`src/rtl/stage_pipe_skid.sv`:
```
// Pipeline stage register with valid/ready handshake, 2-entry skid buffer,
// flush, and a saturating stall counter. All outputs come straight from flops;
// in_ready is a registered copy of "not FULL" so it never depends on out_ready.
module stage_pipe_skid #(
  parameter int                 INST_W   = 32,
  parameter int                 PC_W     = 32,
  parameter logic [INST_W-1:0]  NOP_INST = 'h00000013,
  parameter logic [PC_W-1:0]    RESET_PC = '0,
  parameter int                 CNT_W    = 16
) (
  input  logic              clk,
  input  logic              rst,
  input  logic              in_valid,
  output logic              in_ready,
  input  logic [INST_W-1:0] inst_in,
  input  logic [PC_W-1:0]   pc_in,
  input  logic              flush,
  output logic              out_valid,
  input  logic              out_ready,
  output logic [INST_W-1:0] inst_out,
  output logic [PC_W-1:0]   pc_out,
  output logic [CNT_W-1:0]  stall_cnt
);

  typedef enum logic [1:0] {
    EMPTY = 2'd0,
    BUSY  = 2'd1,
    FULL  = 2'd2
  } state_t;

  state_t            state_q, state_d;
  logic [INST_W-1:0] m_inst_q, m_inst_d;
  logic [PC_W-1:0]   m_pc_q, m_pc_d;
  logic [INST_W-1:0] s_inst_q, s_inst_d;
  logic [PC_W-1:0]   s_pc_q, s_pc_d;
  logic              in_ready_q, in_ready_d;
  logic              out_valid_q, out_valid_d;
  logic [CNT_W-1:0]  stall_cnt_q, stall_cnt_d;
  logic              in_fire, out_fire;

  // Counter increment that sticks at all-ones instead of wrapping.
  function automatic logic [CNT_W-1:0] sat_inc(input logic [CNT_W-1:0] v);
    return (&v) ? v : v + CNT_W'(1);
  endfunction

  // Next-state, data movement and counter update; flush overrides everything.
  always_comb begin
    state_d     = state_q;
    m_inst_d    = m_inst_q;
    m_pc_d      = m_pc_q;
    s_inst_d    = s_inst_q;
    s_pc_d      = s_pc_q;
    in_fire     = in_valid & in_ready_q;
    out_fire    = out_valid_q & out_ready;
    stall_cnt_d = (out_valid_q & ~out_ready) ? sat_inc(stall_cnt_q) : stall_cnt_q;

    if (flush) begin
      // Squash both slots; pc_out deliberately keeps its last value.
      state_d  = EMPTY;
      m_inst_d = NOP_INST;
    end else begin
      case (state_q)
        EMPTY: begin
          if (in_fire) begin
            state_d  = BUSY;
            m_inst_d = inst_in;
            m_pc_d   = pc_in;
          end
        end
        BUSY: begin
          if (in_fire && out_fire) begin
            m_inst_d = inst_in;
            m_pc_d   = pc_in;
          end else if (in_fire) begin
            state_d  = FULL;
            s_inst_d = inst_in;
            s_pc_d   = pc_in;
          end else if (out_fire) begin
            state_d  = EMPTY;
            m_inst_d = NOP_INST;
          end
        end
        FULL: begin
          if (out_fire) begin
            state_d  = BUSY;
            m_inst_d = s_inst_q;
            m_pc_d   = s_pc_q;
          end
        end
        default: begin
          state_d  = EMPTY;
          m_inst_d = NOP_INST;
        end
      endcase
    end

    in_ready_d  = (state_d != FULL);
    out_valid_d = (state_d != EMPTY);
  end

  // State, data and counter registers with asynchronous reset.
  always_ff @(posedge clk or posedge rst) begin
    if (rst) begin
      state_q     <= EMPTY;
      m_inst_q    <= NOP_INST;
      m_pc_q      <= RESET_PC;
      s_inst_q    <= '0;
      s_pc_q      <= '0;
      in_ready_q  <= 1'b1;
      out_valid_q <= 1'b0;
      stall_cnt_q <= '0;
    end else begin
      state_q     <= state_d;
      m_inst_q    <= m_inst_d;
      m_pc_q      <= m_pc_d;
      s_inst_q    <= s_inst_d;
      s_pc_q      <= s_pc_d;
      in_ready_q  <= in_ready_d;
      out_valid_q <= out_valid_d;
      stall_cnt_q <= stall_cnt_d;
    end
  end

  assign in_ready  = in_ready_q;
  assign out_valid = out_valid_q;
  assign inst_out  = m_inst_q;
  assign pc_out    = m_pc_q;
  assign stall_cnt = stall_cnt_q;

endmodule

```
`config.mk`:
```
export PLATFORM = sky130hd
export DESIGN_NAME = stage_pipe_skid
export DESIGN_NICKNAME = d
export VERILOG_FILES = /design/src/rtl/stage_pipe_skid.sv
export SDC_FILE = /design/constraint.sdc
export NUM_CORES = 1
export LEC_CHECK = 0
export BUFFER_PORTS_ARGS = -buffer_cell sky130_fd_sc_hd__buf_4
export CORE_MARGIN = 2
export CORE_UTILIZATION = 55
export CTS_CLUSTER_DIAMETER = 150
export CTS_CLUSTER_SIZE = 25
export DETAILED_ROUTE_END_ITERATION = 10
export PLACE_DENSITY = 0.79
export SLEW_MARGIN = 0
export SYNTH_ARGS = -nofsm -noshare
export SYNTH_HDL_FRONTEND = slang
export SYNTH_SLANG_ARGS = --single-unit
```
`constraint.sdc`:
```
create_clock -name clk -period 13.8 [get_ports clk]
set_clock_uncertainty 0.15 [all_clocks]
set_input_delay 1.38 -clock clk [delete_from_list [all_inputs] [get_ports clk]]
set_output_delay 1.38 -clock clk [all_outputs]
set_load 0.01 [all_outputs]
```
==> impl_metrics.json <==
{
  "cts_made_buffers": 17,
  "drt_pass1_iterations": 5,
  "post_cts_resized": 0,
  "num-nets-final": 711,
  "die_area_sq_um": 12400,
  "fp.dieH_um": 112,
  "ant_nets": 0,
  "hp-class": "flip-flop to flip-flop",
  "dp_hpwl_mm": 9.22,
  "antenna_found_initial": 0,
  "synth-simple-area-share_pct": 5.27,
  "globalRouteTotalUtil_pct": 23.4,
  "path_cells": "buf_4 > a21oi_1 > nand2_2 > buf_4 > mux2_2",
  "muxShareOfSynthArea_pct": 16.8,
  "syn-num-nets": 570,
  "cp-start-kind": "primary input",
  "status": "completed",
  "first_global_vias": 4736,
  "worstMarginPinSlew_ns": 1.14,
  "finalSetupViolCount": 0,
  "synth-seq-cells": 148,
  "synthCells": 500,
  "end_kind": "flip-flop",
  "cp_slowest_stage_delay_ns": 0.59,
  "synthFlopType": "dfrtp_1",
  "synth_warnings": 0,
  "fin_tns_setup_ns": 0,
  "hold_ws_ns": 0.338,
  "powerDensity_nw_per_um2": 181,
  "period_minus_slack_ns": 3.12,
  "ys_async_sr_fraction_pct": 100,
  "yosysSeqAreaShare_pct": 58.3,
  "final_hold_viol_count": 0,
  "synth_xor_area_share_pct": 2.20,
  "cts_hold_buf": 0,
  "overflow": 0,
  "pin_count": 151,
  "synth_edf_count": 0,
  "die_w_um": 112,
  "timing.slew.headroom_pct": 23.9,
  "ir_worst_vdd_uv": 129,
  "cts.path.max_buffers": 2,
  "critPathMaxFanout": 46,
  "syn_area_sq_um": 6360,
  "cpMostUsedCell": "buf_4",
  "clkSinkCount": 148,
  "insertion_delay_ns": 0.41,
  "cp.arrival_ns": 3.27,
  "synth_top_family_by_area": "multiplexers",
  "cts_tree": "built",
  "post-route-period-util_pct": 22.6,
  "wl_per_cell_um": 17.7,
  "num_rows": 39,
  "synthAdderAreaFrac_pct": 0.197,
  "syn_avg_cell_area_sq_um": 12.7,
  "antenna_cells": 0,
  "vias": 4566,
  "gp_congestion": 0.801,
  "drv_cap": 0,
  "rsz0062_at_grt": "false",
  "coreArea_sq_um": 11400,
  "critPathBufInv": 2,
  "max_freq_mhz": 321,
  "cp_data_required_time_ns": 13.95,
  "first_iter_violations": 267,
  "area_growth_pct": 28.2,
  "drive_above_1_share_pct": 40.1,
  "finalMaxSlewViolations": 0,
  "fin_util_pct": 71.7,
  "clk_pin_slew_ns": 0.06,
  "cp_slowest_cell": "buf_4",
  "numPortBuffers": 150,
  "start_util_pct": 55.9,
  "grt_max_degree": 96,
  "cp_top_family": "buffers and inverters",
  "drt_wl_total_mm": 14.1,
  "clockRootBuffer": "clkbuf_16",
  "cts_max_level": 4,
  "power.leakage_nw": 3.98,
  "drc_errors": 0,
  "finalNonFillerCells": 797,
  "vias_per_cell": 5.73,
  "synth_compound_area_share_pct": 14.4,
  "yosys.cell_types.count": 43,
  "placedCellCount": 765,
  "critical_path_class": "primary input to flip-flop",
  "grt_pass1_wl_mm": 23.3,
  "post_cts_buffers": 0
}
## power breakdown
group          internal, W  switching (W)
Combinational     0.000196       0.000160
Sequential        0.000583      0.0000866
Clock             0.000281       0.000165
## through the flow
stage,setup WS (ns),power [W],area [sq um]
floorplan,8.30,0.000872,6360
global placement,10.30,0.00101,7580
detailed placement,10.26,0.00103,7580
CTS,10.70,0.00148,8150
global route,10.56,0.00155,8150
finish,10.68,0.00147,8150
## worst register-to-register path: cells and delay by family (launching register included)
| family | cells | cell delay, ns |
|---|---|---|
| DFF | 1 | 0.55 |
| AOI/OAI and AO/OA | 2 | 0.37 |
| and+or+nand+nor | 2 | 1.50 |
| buffers and inverters | 1 | 0.32 |
## area by class of cell
class,count,area (sq um)
Tap cell,143,179
Timing Repair Buffer,157,1180
Fill cell,780,3220
Inverter,6,27.5
Sequential cell,148,3710
Clock inverter,4,72.6
Multi-Input combinational cell,311,2490
Clock buffer,28,497
## cells in the mapped netlist (2+ instances only)
library cell / n / area, sq um
dfrtp_1: 144 / 3600
inv_1: 6 / 22.5
nor3_1: 9 / 45.0
clkbuf_1: 13 / 48.8
xor2_1: 9 / 78.8
dfstp_2: 4 / 105
nand4_1: 5 / 31.3
xnor2_1: 7 / 61.3
a22oi_1: 30 / 225
o21ai_0: 70 / 350
nor2_1: 5 / 18.8
nand2_1: 9 / 33.8
a21oi_1: 6 / 30.0
o2bb2ai_1: 29 / 254
nand2b_1: 3 / 18.8
mux2_1: 5 / 56.3
and2_1: 2 / 12.5
mux2_2: 60 / 676
buf_2: 18 / 90.1
nand3_1: 6 / 30.0
nor4_1: 3 / 18.8
mux2i_1: 32 / 320
or3_1: 2 / 12.5
clkbuf_2: 3 / 15.0
or2_2: 2 / 12.5
## logic make-up after synthesis
| group | Yosys count |
|---|---|
| simple gates | 55 |
| fa+ha+maj | 1 |
| xor+xnor | 16 |
| compound gates | 141 |
| mux | 98 |
| buf+inv | 41 |
| flops | 148 |
## registers in the layout (all words and copies together) (netlist names)
| signal | count |
|---|---|
| inst_out | 32 |
| s_inst_q | 32 |
| state_q | 2 |
| pc_out | 32 |
| stall_cnt | 16 |
| out_valid | 1 |
| s_pc_q | 32 |
| in_ready | 1 |
## layout by cell type, fill, tap and decap left out, types with 4 or more instances in the layout
cell type,n
nor2_1,4
nand4_1,5
buf_4,157
mux2_2,60
o2bb2ai_1,29
clkbuf_1,8
clkbuf_16,17
mux2_1,5
xor2_1,9
mux2i_1,32
inv_1,5
xnor2_1,7
nor3_1,9
o21ai_0,70
nand2_1,8
a22oi_1,30
dfstp_2,4
dfrtp_1,144
nand3_1,6
a21oi_1,5
## metal layers
| metal | up-vias | track usage [%] | part of all wire [%] |
|---|---|---|---|
| li1 | 2119 | - | - |
| met1 | 2302 | 28.8 | 42 |
| met2 | 124 | 40.1 | 52 |
| met3 | 21 | 6.48 | 4.5 |
| met4 | 0 | 8.23 | 1.9 |
| met5 | - | 0 | 0 |
## final timing paths
kind	from	to	slack (ns)	depth (start not counted)
worst max-delay path	flush	s_pc_q[11]	10.68	5
worst min-delay path	inst_out[20]	inst_out[20]	0.34	1
worst max register to register	state_q[0]	pc_out[19]	10.76	5
worst min register to register	inst_out[20]	inst_out[20]	0.34	1
max in group asynchronous	rst	pc_out[10]	11.30	3
min in group asynchronous	rst	inst_out[11]	0.97	2
(Power assumes the default switching activity.)
